--- config.mk ---
export PLATFORM = sky130hd
export DESIGN_NAME = temporal_encoder_n
export DESIGN_NICKNAME = d
export VERILOG_FILES = /design/src/rtl/temporal_encoder_n.sv
export SDC_FILE = /design/constraint.sdc
export NUM_CORES = 1
export LEC_CHECK = 0
export BUFFER_PORTS_ARGS = -buffer_cell sky130_fd_sc_hd__buf_2
export CAP_MARGIN = 30
export CORE_ASPECT_RATIO = 1.5
export CORE_MARGIN = 8
export CORE_UTILIZATION = 48
export DETAILED_ROUTE_END_ITERATION = 10
export HOLD_SLACK_MARGIN = 0.06
export PLACE_DENSITY = 0.85
export SETUP_SLACK_MARGIN = 0.5
export SYNTH_ARGS = -nofsm -noshare
export SYNTH_HDL_FRONTEND = slang
export SYNTH_SLANG_ARGS = --single-unit
--- constraint.sdc ---
create_clock -name clk -period 2.14 [get_ports clk]
set_input_delay 0.321 -clock clk [delete_from_list [all_inputs] [get_ports clk]]
set_output_delay 0.321 -clock clk [all_outputs]
set_load 0.02 [all_outputs]
--- src/rtl/temporal_encoder_n.sv ---
// Binary-to-temporal transmitter: a captured vector of binary times becomes edges or pulses
// on the y lines within one gamma cycle. A one-cycle FLUSH follows, which drives the downstream gamma reset.
module temporal_encoder_n #(
  parameter int NUM_INPUTS        = 4,
  parameter int GAMMA_CYCLE_WIDTH = 16,
  parameter int PULSE_WIDTH       = 8,
  parameter int MODE              = 0,
  parameter int VAL_WIDTH         = $clog2(GAMMA_CYCLE_WIDTH) + 1
) (
  input  logic                            clk,
  input  logic                            grst,
  input  logic                            in_valid,
  output logic                            in_ready,
  input  logic [NUM_INPUTS*VAL_WIDTH-1:0] in_values,
  input  logic [VAL_WIDTH-1:0]            in_sel,
  output logic [NUM_INPUTS:0]             y,
  output logic                            gamma_start,
  output logic                            gamma_rst,
  output logic                            busy,
  output logic [1:0]                      dbg_state
);

  localparam int G  = GAMMA_CYCLE_WIDTH;
  localparam int KW = (G > 2) ? $clog2(G) : 1;
  localparam int NL = NUM_INPUTS + 1;

  typedef enum logic [1:0] {
    S_IDLE  = 2'd0,
    S_RUN   = 2'd1,
    S_FLUSH = 2'd2
  } state_t;

  // Handshake: a load transfers on a clk edge where in_valid && in_ready.
  // in_ready is high in IDLE and FLUSH, and low in RUN. Requests made in RUN are ignored.
  state_t               r_state, w_state_nxt;
  logic [KW-1:0]        r_k, w_k_nxt;
  logic [NL*VAL_WIDTH-1:0] r_vals, w_vals_nxt;
  logic [NL-1:0]        r_y, w_y_nxt;
  logic                 r_start, r_rst, r_busy, r_in_ready;

  // Level of one line at gamma step k. An MSB-set value, or any value >= G, never fires.
  function automatic logic line_level(input logic [VAL_WIDTH-1:0] v, input logic [KW-1:0] k);
    logic [31:0] vv;
    logic [31:0] kk;
    logic        fin;
    vv  = 32'(v);
    kk  = 32'(k);
    fin = !v[VAL_WIDTH-1] && (vv < 32'(G));
    if (MODE == 0)      line_level = fin && (kk >= vv);
    else if (MODE == 1) line_level = !fin || (kk < vv);
    else if (MODE == 2) line_level = fin && (kk >= vv) && (kk < vv + 32'(PULSE_WIDTH));
    else                line_level = 1'b0;
  endfunction

  always_comb begin
    w_state_nxt = r_state;
    w_k_nxt     = r_k;
    w_vals_nxt  = r_vals;
    w_y_nxt     = '0;
    case (r_state)
      // in_ready is high in both of these states, so in_valid alone means a transfer.
      S_IDLE, S_FLUSH: begin
        if (in_valid) begin
          w_state_nxt = S_RUN;
          w_k_nxt     = '0;
          w_vals_nxt  = {in_sel, in_values};
        end else begin
          w_state_nxt = S_IDLE;
        end
      end
      S_RUN: begin
        if (r_k == KW'(G - 1)) begin
          w_state_nxt = S_FLUSH;
          w_k_nxt     = '0;
        end else begin
          w_k_nxt = r_k + KW'(1);
        end
      end
      default: w_state_nxt = S_IDLE;
    endcase
    if (w_state_nxt == S_RUN) begin
      for (int i = 0; i < NL; i++) begin
        w_y_nxt[i] = line_level(w_vals_nxt[i*VAL_WIDTH +: VAL_WIDTH], w_k_nxt);
      end
    end
  end

  always_ff @(posedge clk) begin
    if (grst) begin
      r_state    <= S_IDLE;
      r_k        <= '0;
      r_vals     <= '0;
      r_y        <= '0;
      r_start    <= 1'b0;
      r_rst      <= 1'b0;
      r_busy     <= 1'b0;
      r_in_ready <= 1'b1;
    end else begin
      r_state    <= w_state_nxt;
      r_k        <= w_k_nxt;
      r_vals     <= w_vals_nxt;
      r_y        <= w_y_nxt;
      r_start    <= (w_state_nxt == S_RUN) && (r_state != S_RUN);
      r_rst      <= (w_state_nxt == S_FLUSH);
      r_busy     <= (w_state_nxt != S_IDLE);
      r_in_ready <= (w_state_nxt != S_RUN);
    end
  end

  assign y           = r_y;
  assign gamma_start = r_start;
  assign gamma_rst   = r_rst;
  assign busy        = r_busy;
  assign in_ready    = r_in_ready;
  assign dbg_state   = r_state;

endmodule

* After elaboration in Yosys (flattened, before gate mapping)
Cells that the tools add are included.
** Word-level totals
- Input port bits :: 28
- Output and inout port bits :: 11
- Flip-flop bits (word level) :: 40
- Word-level logic and storage cells :: 55
** Cells by class
- Bitwise operators :: 1
- $add $sub $neg :: 1
- Muxes and demuxes :: 8
- Order comparisons :: 10
- Reduce and logical (&&, ||, !) cells :: 20
- Eq/ne operators :: 7
** Operator list (number)
- 25-bit 2-to-1 mux :: 2
- 4-bit by 5-bit greater-or-equal comparator with 1-bit output :: 5
- 5-bit < comparator, second input constant :: 5
- 1-bit logical AND :: 11
- 4-bit 2-to-1 mux :: 2
- 4-bit one-hot mux with 2 select lines :: 1
- 1-bit zero test :: 5
- 4-bit by 1-bit adder with 4-bit output, second input constant :: 1
- 2-bit by 1-bit equality test with 1-bit output, second input constant :: 2
- 2-bit equality test, second input constant :: 2
- 4-bit equality test, second input constant :: 1
- 2-bit by 1-bit inequality test with 1-bit output, second input constant :: 2
- 2-bit one-hot mux with 2 select lines :: 1
- 2-bit OR reduction :: 2
- 2-bit zero test :: 1
- 2-bit 2-to-1 mux :: 1
- 2-bit nonzero test :: 1
- 1-bit 2-to-1 mux :: 1
- 1-bit inverter :: 1

* Logic depth before layout (Yosys ltp)
Gate-level depths: netlist (run 1).
- Depth after elaboration :: 6
- Mapped depth :: 10
- Gate-level depth less buffers :: 9

* Least setup slack after synthesis (run 1)
Ideal clock, no wire load.
- Kind :: reg-to-reg
- From :: register r_state[0], in the netlist dbg_state[0]
- To :: register r_y[0], in the netlist y[0]
- Slack :: 4 ps
- Buffers on the path :: 1
- Cell stages (with the launch flop) :: 9
- Setup time :: 116 ps
- Arrival time :: 2020 ps
- Period minus slack after synthesis :: 2136 ps
- Required time :: 2024 ps
- Cells stage by stage :: dfxtp_1 > nand2b_1 > buf_6 > and2_0 > o21ai_0 > ha_1 > o21ai_0 > a21oi_1 > o211a_1
** Between the ends
- Cells in the longest elaborated chain, start to end :: 6
- Elaborated cells on any way between the ends :: 16
- Those cells by class :: order compare (2); eq/ne (3); mux (4); bitwise (1); reduce/logical (6)
** Ends and longest elaborated chain
- from (decl) :: line 35 : state_t r_state, w_state_nxt;
- from (signal assigned) :: line 99 : r_state <= w_state_nxt;
- 2-bit equality test or 2-bit zero test (tied branches) :: line 60 : case (r_state)
- 2-bit OR reduction :: line 60
- 25-bit 2-to-1 mux or 2-bit one-hot mux with 2 select lines (tied branches) :: line 60
- 5-bit < comparator (tied with other cells) :: line 48 : fin = !v[VAL_WIDTH-1] && (vv < 32'(G));
- 1-bit logical AND or 1-bit inverter (tied branches)
- 1-bit logical AND or 2-bit OR reduction (tied branches)
- to (signal assigned) :: line 102 : r_y <= w_y_nxt;
- to (decl) :: line 38 : logic [NL-1:0] r_y, w_y_nxt;
Parallel ways exist; a longest one is shown, timed or not.
A chain may end at the register's enable or synchronous reset.

* Final worst setup path (run 1)
- From :: register r_k[1]
- To :: register r_y[0], in the netlist y[0]
** Between the ends
- Elaborated cells on any way between the ends :: 12
- Those cells by class :: add/sub (1); order compare (1); eq/ne (2); mux (5); bitwise (1); reduce/logical (2)
** RTL lines
- from (decl) :: line 36 : logic [KW-1:0] r_k, w_k_nxt;
- from (signal assigned) :: line 100 : r_k <= w_k_nxt;
- 4-bit by 1-bit adder with 4-bit output or 4-bit equality test (tied branches) :: line 76, 72
- 4-bit 2-to-1 mux :: line 72 : if (r_k == KW'(G - 1)) begin
- 4-bit one-hot mux with 2 select lines (*) :: line 60
- via w_k_nxt[1] :: line 36
- 4-bit by 5-bit greater-or-equal comparator with 1-bit output (*) :: line 49 : if (MODE == 0) line_level = fin && (kk >= vv);
- 1-bit logical AND (*) :: line 49
Mark *: on every way through the listed nets, which the timed path passes. The rest lies on a longest branch.

==> impl_metrics.yaml, run 1 <==
sta:
  timing.final.max_slew_violations: 0
  fmax_ghz: 0.5383
  setup_violations: 0
  worst_slew_pin_slew_ps: 283.7
  hold_viol: 0
  setup-tns-final_ps: 0
  finalCritPeriodShare: 0.8681
  period_needed_ps: 1858
  rsz0062_at_grt: "yes"
  relSlewSlack: 0.8071
  fin_skew_ps: 3.718
place:
  portBuffers: 38
  hpwl_um: 3062
  gp_congestion: 0.8411
global_routing:
  grt_antenna_before_repair: 0
  grt_max_degree: 28
  grt_pass1_wl_um: 7044
  grt_remaining_overflow: 0
  grt_pass1_vias: 1632
  grt_util_all_layers: 0.1448
synth:
  synthCells: 190
  yosysWarnings: 0
  syn-cell-area_um2: 1837
  ys_ff_latch: 40
  mappedNetlistNets: 239
  ys_seq_area_frac: 0.4360
  avgSynthCellArea_um2: 9.667
  synth_cell_type_count: 25
clocking:
  cts_tree: "built"
  clkSinkCount: 40
  cts_max_path_buffers: 2
  insertion_delay_ps: 280
  cts_root_buffer: "clkbuf_8"
  cts_buffers: 5
  path_clk_slew_ps: 80
  cts-htree-levels: 2
worst_setup_path:
  r2r_start: "r_k[1]$_SDFF_PP0_"
  arrival_ps: 2040
  r2r_end: "y[0]$_SDFF_PP0_"
  r2r_slack_ps: 280
  start_kind: "flip-flop"
  crit_required_ps: 2320
  ff2ff_path_depth: 7
  crit_start: "r_k[1]$_SDFF_PP0_"
  worstSetupEndpoint: "y[0]$_SDFF_PP0_"
  cp_max_fo: 6
  endpoint_kind: "flip-flop"
  worstSetupPathType: "reg -> reg"
drt:
  dr.pass1.iters: 4
  wl_per_cell_um: 14.79
  postRouteAntennaNets: 0
  avgViaCountPerCell: 5.329
  drt_iter0_markers: 29
  drt-total-wl_um: 4098
  vias: 1476
  drc_errors: 0
floorplanning:
  core_um2: 3682
  ios: 39
  num_rows: 27
  die_area_um2: 6103
  initial_utilization: 0.4988
  dieHeight_um: 91.76
  chipWidth_um: 66.51
run_status:
  status: "finished clean"
pwr:
  power.leakage_nw: 1.109
  power.total_w: 0.001734
  peakVddDrop_mv: 0.8529
  cellPowerDensity_nw_per_um2: 727.9
  sw_frac_of_total: 0.2717
  p_sw_w: 0.0004711
  power_frac_comb: 0.214
  intPower_w: 0.001263
  clkPwrFrac: 0.317
  p_seq_frac: 0.469
hold_path:
  min_path_type: "in -> reg"
layout:
  nNetsFinal: 282
  fin_util: 0.6470
  layout_commonest_cell: "buf_2"
  drive_above_1_share: 0.3590
  final_cell_mix: "buf_2 (38), dfxtp_1 (36), nor2_1 (28)"
  num_antenna_cells: 0
  syn2layout_area_growth_pct: 29.70
flow_run:
  cap_violations: 0
[routing by layer]
layer | GRT usage | routed length [um] | vias to the layer above
met5 | 0 | 0 | -
met4 | 0.05188 | 82 | 0
met3 | 0.04507 | 239 | 8
met2 | 0.2555 | 2187 | 41
met1 | 0.1545 | 1589 | 686
li1 | - | - | 741
[repair_timing]
item,4_1_cts,5_1_grt
resized for setup,3,8
pin swaps,2,10
endpoints found under the setup margin,5,5
setup buffers,2,1
hold buffers,0,0
[kinds of logic (layout without fill, tap and decap cells)]
| family | count (synthesis) | after routing | synth area share |
|---|---|---|---|
| and+or+nand+nor | 61 | 61 | 0.1478 |
| buffers and inverters | 15 | 59 | 0.04904 |
| adders and majority gates | 21 | 21 | 0.1431 |
| muxes | 21 | 21 | 0.1151 |
| AOI/OAI and AO/OA | 32 | 32 | 0.1090 |
| DFF | 40 | 40 | 0.4360 |
[Yosys cell counts]
library cell  instances  area share
or3_4                 1      0.0061
buf_6                 4       0.025
mux2_2                1      0.0061
nor2_1               28       0.057
nor2_2                1      0.0034
nand2_1              15       0.031
a22o_1                1      0.0048
a21oi_1              12       0.033
nand3b_1              1      0.0041
mux2i_1              20        0.11
nor3b_1               1      0.0041
nand3_1               6       0.016
a21o_2                1      0.0048
o21ai_0              12       0.033
a31oi_2               1      0.0068
nor3_1                2      0.0054
inv_1                 6       0.012
ha_1                 21        0.14
o211a_1               5       0.027
dfxtp_1              40        0.44
and2_0                1      0.0034
buf_4                 1      0.0041
nand2b_1              2      0.0068
clkbuf_1              4      0.0082
nor2b_1               3       0.010
[state kept, by name, indices dropped and copies added (netlist names)]
register	count
gamma_start	1
r_vals	25
gamma_rst	1
y	5
busy	1
in_ready	1
r_k	4
dbg_state	2
[worst max-delay path, cell delays in order (launching register included)]
cell and delay, ps:
dfxtp_4 360, ha_4 230, mux2_4 260, a22o_4 320, ha_4 260, o21ai_2 60, a21oi_2 60, o211a_1 210
[through the flow]
stage                     hold WS, ps  setup WS (ps)  cells  instance area [um2]
final                           297.5          282.3    277                 2382
after global routing            306.1          222.1    277                 2382
after CTS                       296.6          281.2    276                 2327
after detailed placement        460.3          215.0    266                 2198
after global placement          451.2          278.2    266                 2198
after floorplan                 444.3          375.6    190                 1981
[how the worst min path moves through the flow]
stage	start	to	slack, ps	cells past startpoint
finish	in_values[0]	r_vals[0]$_SDFF_PP0_	300	3
global route	in_values[4]	r_vals[4]$_SDFF_PP0_	310	3
CTS	in_sel[0]	r_vals[20]$_SDFF_PP0_	300	3
detailed placement	r_vals[20]$_SDFF_PP0_	r_vals[20]$_SDFF_PP0_	460	2
global placement	r_vals[5]$_SDFF_PP0_	r_vals[5]$_SDFF_PP0_	450	2
floorplan	r_vals[0]$_SDFF_PP0_	r_vals[0]$_SDFF_PP0_	440	2
[final cells by class]
cell class                      instances  area, um2
Tap cell                               43      53.80
Clock inverter                          1      5.005
Timing Repair Buffer                   45      259.0
Inverter                                6      22.52
Fill cell                             303       1300
Sequential cell                        40      815.8
Multi-Input combinational cell        135       1129
Clock buffer                            7      97.59
[power by group through the flow]
| stage | Sequential, W | Combinational [W] | Clock (W) |
|---|---|---|---|
| 2_1_floorplan | 0.000850 | 0.000231 | 0 |
| 3_3_place_gp | 0.000831 | 0.000323 | 0 |
| 3_5_place_dp | 0.000833 | 0.000343 | 0 |
| 4_1_cts | 0.000814 | 0.000353 | 0.000564 |
| 5_1_grt | 0.000819 | 0.000414 | 0.000604 |
| 6_report | 0.000813 | 0.000371 | 0.000550 |
Note: power is estimated with default switching activity, not from simulation.
==> run 2, diff against run 1 <==
Settings changed: CORE_UTILIZATION 48 to 53, PLACE_DENSITY 0.85 to 0.89, SKIP_CTS_REPAIR_TIMING set to 1.
Clock period 2.14 ns to 2.1 ns, I/O delays scaled along.
==> run 2 against run 1 <==
Combinational power is 20% higher. Clock power is 18% higher. Via count is 6.6% higher. Worst setup slack worse by 130 ps. Power is 12% higher. Die area is 7.5% lower. Critical path depth stayed put. Design area is 5.8% higher. Largest cell class unchanged. Largest power group unchanged.
==> impl_metrics.yaml, run 2 (same netlist as run 1, synthesis figures left out) <==
worst_setup_path:
  crit_required_ps: 2300
  cp_max_fo: 6
  worstSetupPathType: "reg -> reg"
  start_kind: "flip-flop"
  arrival_ps: 2150
  path_delay_family: "compound AO/OA/AOI/OAI gates"
  path_common_cell: "ha_4"
  r2r_start: "r_k[1]$_SDFF_PP0_"
  endpoint_kind: "flip-flop"
  cp_cell_sequence: "ha_4 > mux2_4 > a22o_4 > ha_4 > o21ai_1 > a21oi_1 > o211a_1"
  critical-path-max-stage-delay_ps: 370
  slowest_stage: "dfxtp_4"
  crit_start: "r_k[1]$_SDFF_PP0_"
  critPathBufInv: 0
drt:
  dr.pass1.iters: 4
  wl_per_cell_um: 18.49
  met3_length_um: 313
  drc_errors: 0
  drt-total-wl_um: 5085
  wl_met2_um: 2726
  drt_iter0_markers: 69
  top_layer: "met4"
  postRouteAntennaNets: 0
  wl_met1_um: 1863
  vias: 1574
  avgViaCountPerCell: 5.724
layout:
  top_register: "r_vals"
  ff_latch_area_um2: 817.0
  fill_cells: 221
  drive_above_1_share: 0.4077
  layout_commonest_cell: "buf_2"
  nNetsFinal: 281
  largest_reg_flops: 25
  final_cell_mix: "buf_2 (38), dfxtp_1 (35), nor2_1 (27)"
  multi_input_area_um2: 1230
  syn2layout_area_growth_pct: 37.26
  num_antenna_cells: 0
  fin_util: 0.7524
place:
  gp_congestion: 0.8741
  portBuffers: 38
  hpwl_um: 3100
  post-place-ws_ps: 121.6
global_routing:
  grt_antenna_before_repair: 0
  grt_util_all_layers: 0.1577
  grt_remaining_overflow: 0
  grt_pass1_vias: 1549
  grt_pass1_wl_um: 6934
  grt_max_degree: 26
pwr:
  power.leakage_nw: 1.131
  peakVddDrop_mv: 0.6084
  cellPowerDensity_nw_per_um2: 767.1
clocking:
  cts-htree-levels: 2
  clkSinkCount: 40
  insertion_delay_ps: 300
  cts_root_buffer: "clkbuf_8"
  path_clk_slew_ps: 80
  cts_max_path_buffers: 2
  cts_buffers: 5
  cts_tree: "built"
floorplanning:
  dieHeight_um: 88.10
  initial_utilization: 0.5482
  die_area_um2: 5644
  num_rows: 26
  ios: 39
  chipWidth_um: 64.07
  core_um2: 3351
sta:
  hold_viol: 0
  fin_skew_ps: 8.717
  fin_ws_ps: 152.4
  relSlewSlack: 0.8081
  holdWs_ps: 280.5
  timing.final.max_slew_violations: 0
  finalCritPeriodShare: 0.9274
  fmax_ghz: 0.5135
  worst_slew_pin_slew_ps: 282.3
  setup_violations: 0
  period_needed_ps: 1948
  rsz0062_at_grt: "yes"
  setup-tns-final_ps: 0
flow_run:
  cap_violations: 0
run_status:
  status: "finished clean"
hold_path:
  hold_start: "in_sel[0]"
  min_path_type: "in -> reg"
## run 2: final timing paths
path,to,slack [ps],depth (start not counted)
hold reg to reg,r_vals[20]$_SDFF_PP0_,470,2
setup / recovery,y[1]$_SDFF_PP0_,150,7
hold / removal,r_vals[20]$_SDFF_PP0_,280,3
setup reg to reg,y[1]$_SDFF_PP0_,150,7
## run 2: cell type report
cell class              count  area share
flip-flops and latches     40      0.3241
multi-input cells         135      0.4878
well taps                  42     0.02084
repair buffers             44      0.1102
inverters                   6    0.008933
clock buffers               8     0.04814
## run 2: power breakdown
| group | switching, W | leakage (nW) | internal [W] |
|---|---|---|---|
| logic | 0.000240 | 0.737 | 0.000207 |
| registers | 0.0000272 | 0.332 | 0.000808 |
| clock network | 0.000280 | 0.0627 | 0.000372 |
## run 2: tightest hold or removal path: stages
cell and delay [ps]:
buf_2 100, nand2_1 60, a21oi_1 60
## run 2: layer usage
| metal | global-route usage | up-vias |
|---|---|---|
| met2 | 0.2887 | 56 |
| li1 | - | 736 |
| met3 | 0.05762 | 14 |
| met5 | 0 | - |
| met1 | 0.1504 | 768 |
| met4 | 0.07943 | 0 |
## run 2: through the flow
step,instance area [um2],power [W],std cells
global route,2521,0.002014,275
finish,2521,0.001934,275
floorplan,1981,0.001102,190
global placement,2190,0.001175,264
detailed placement,2190,0.001196,264
CTS,2311,0.001833,272
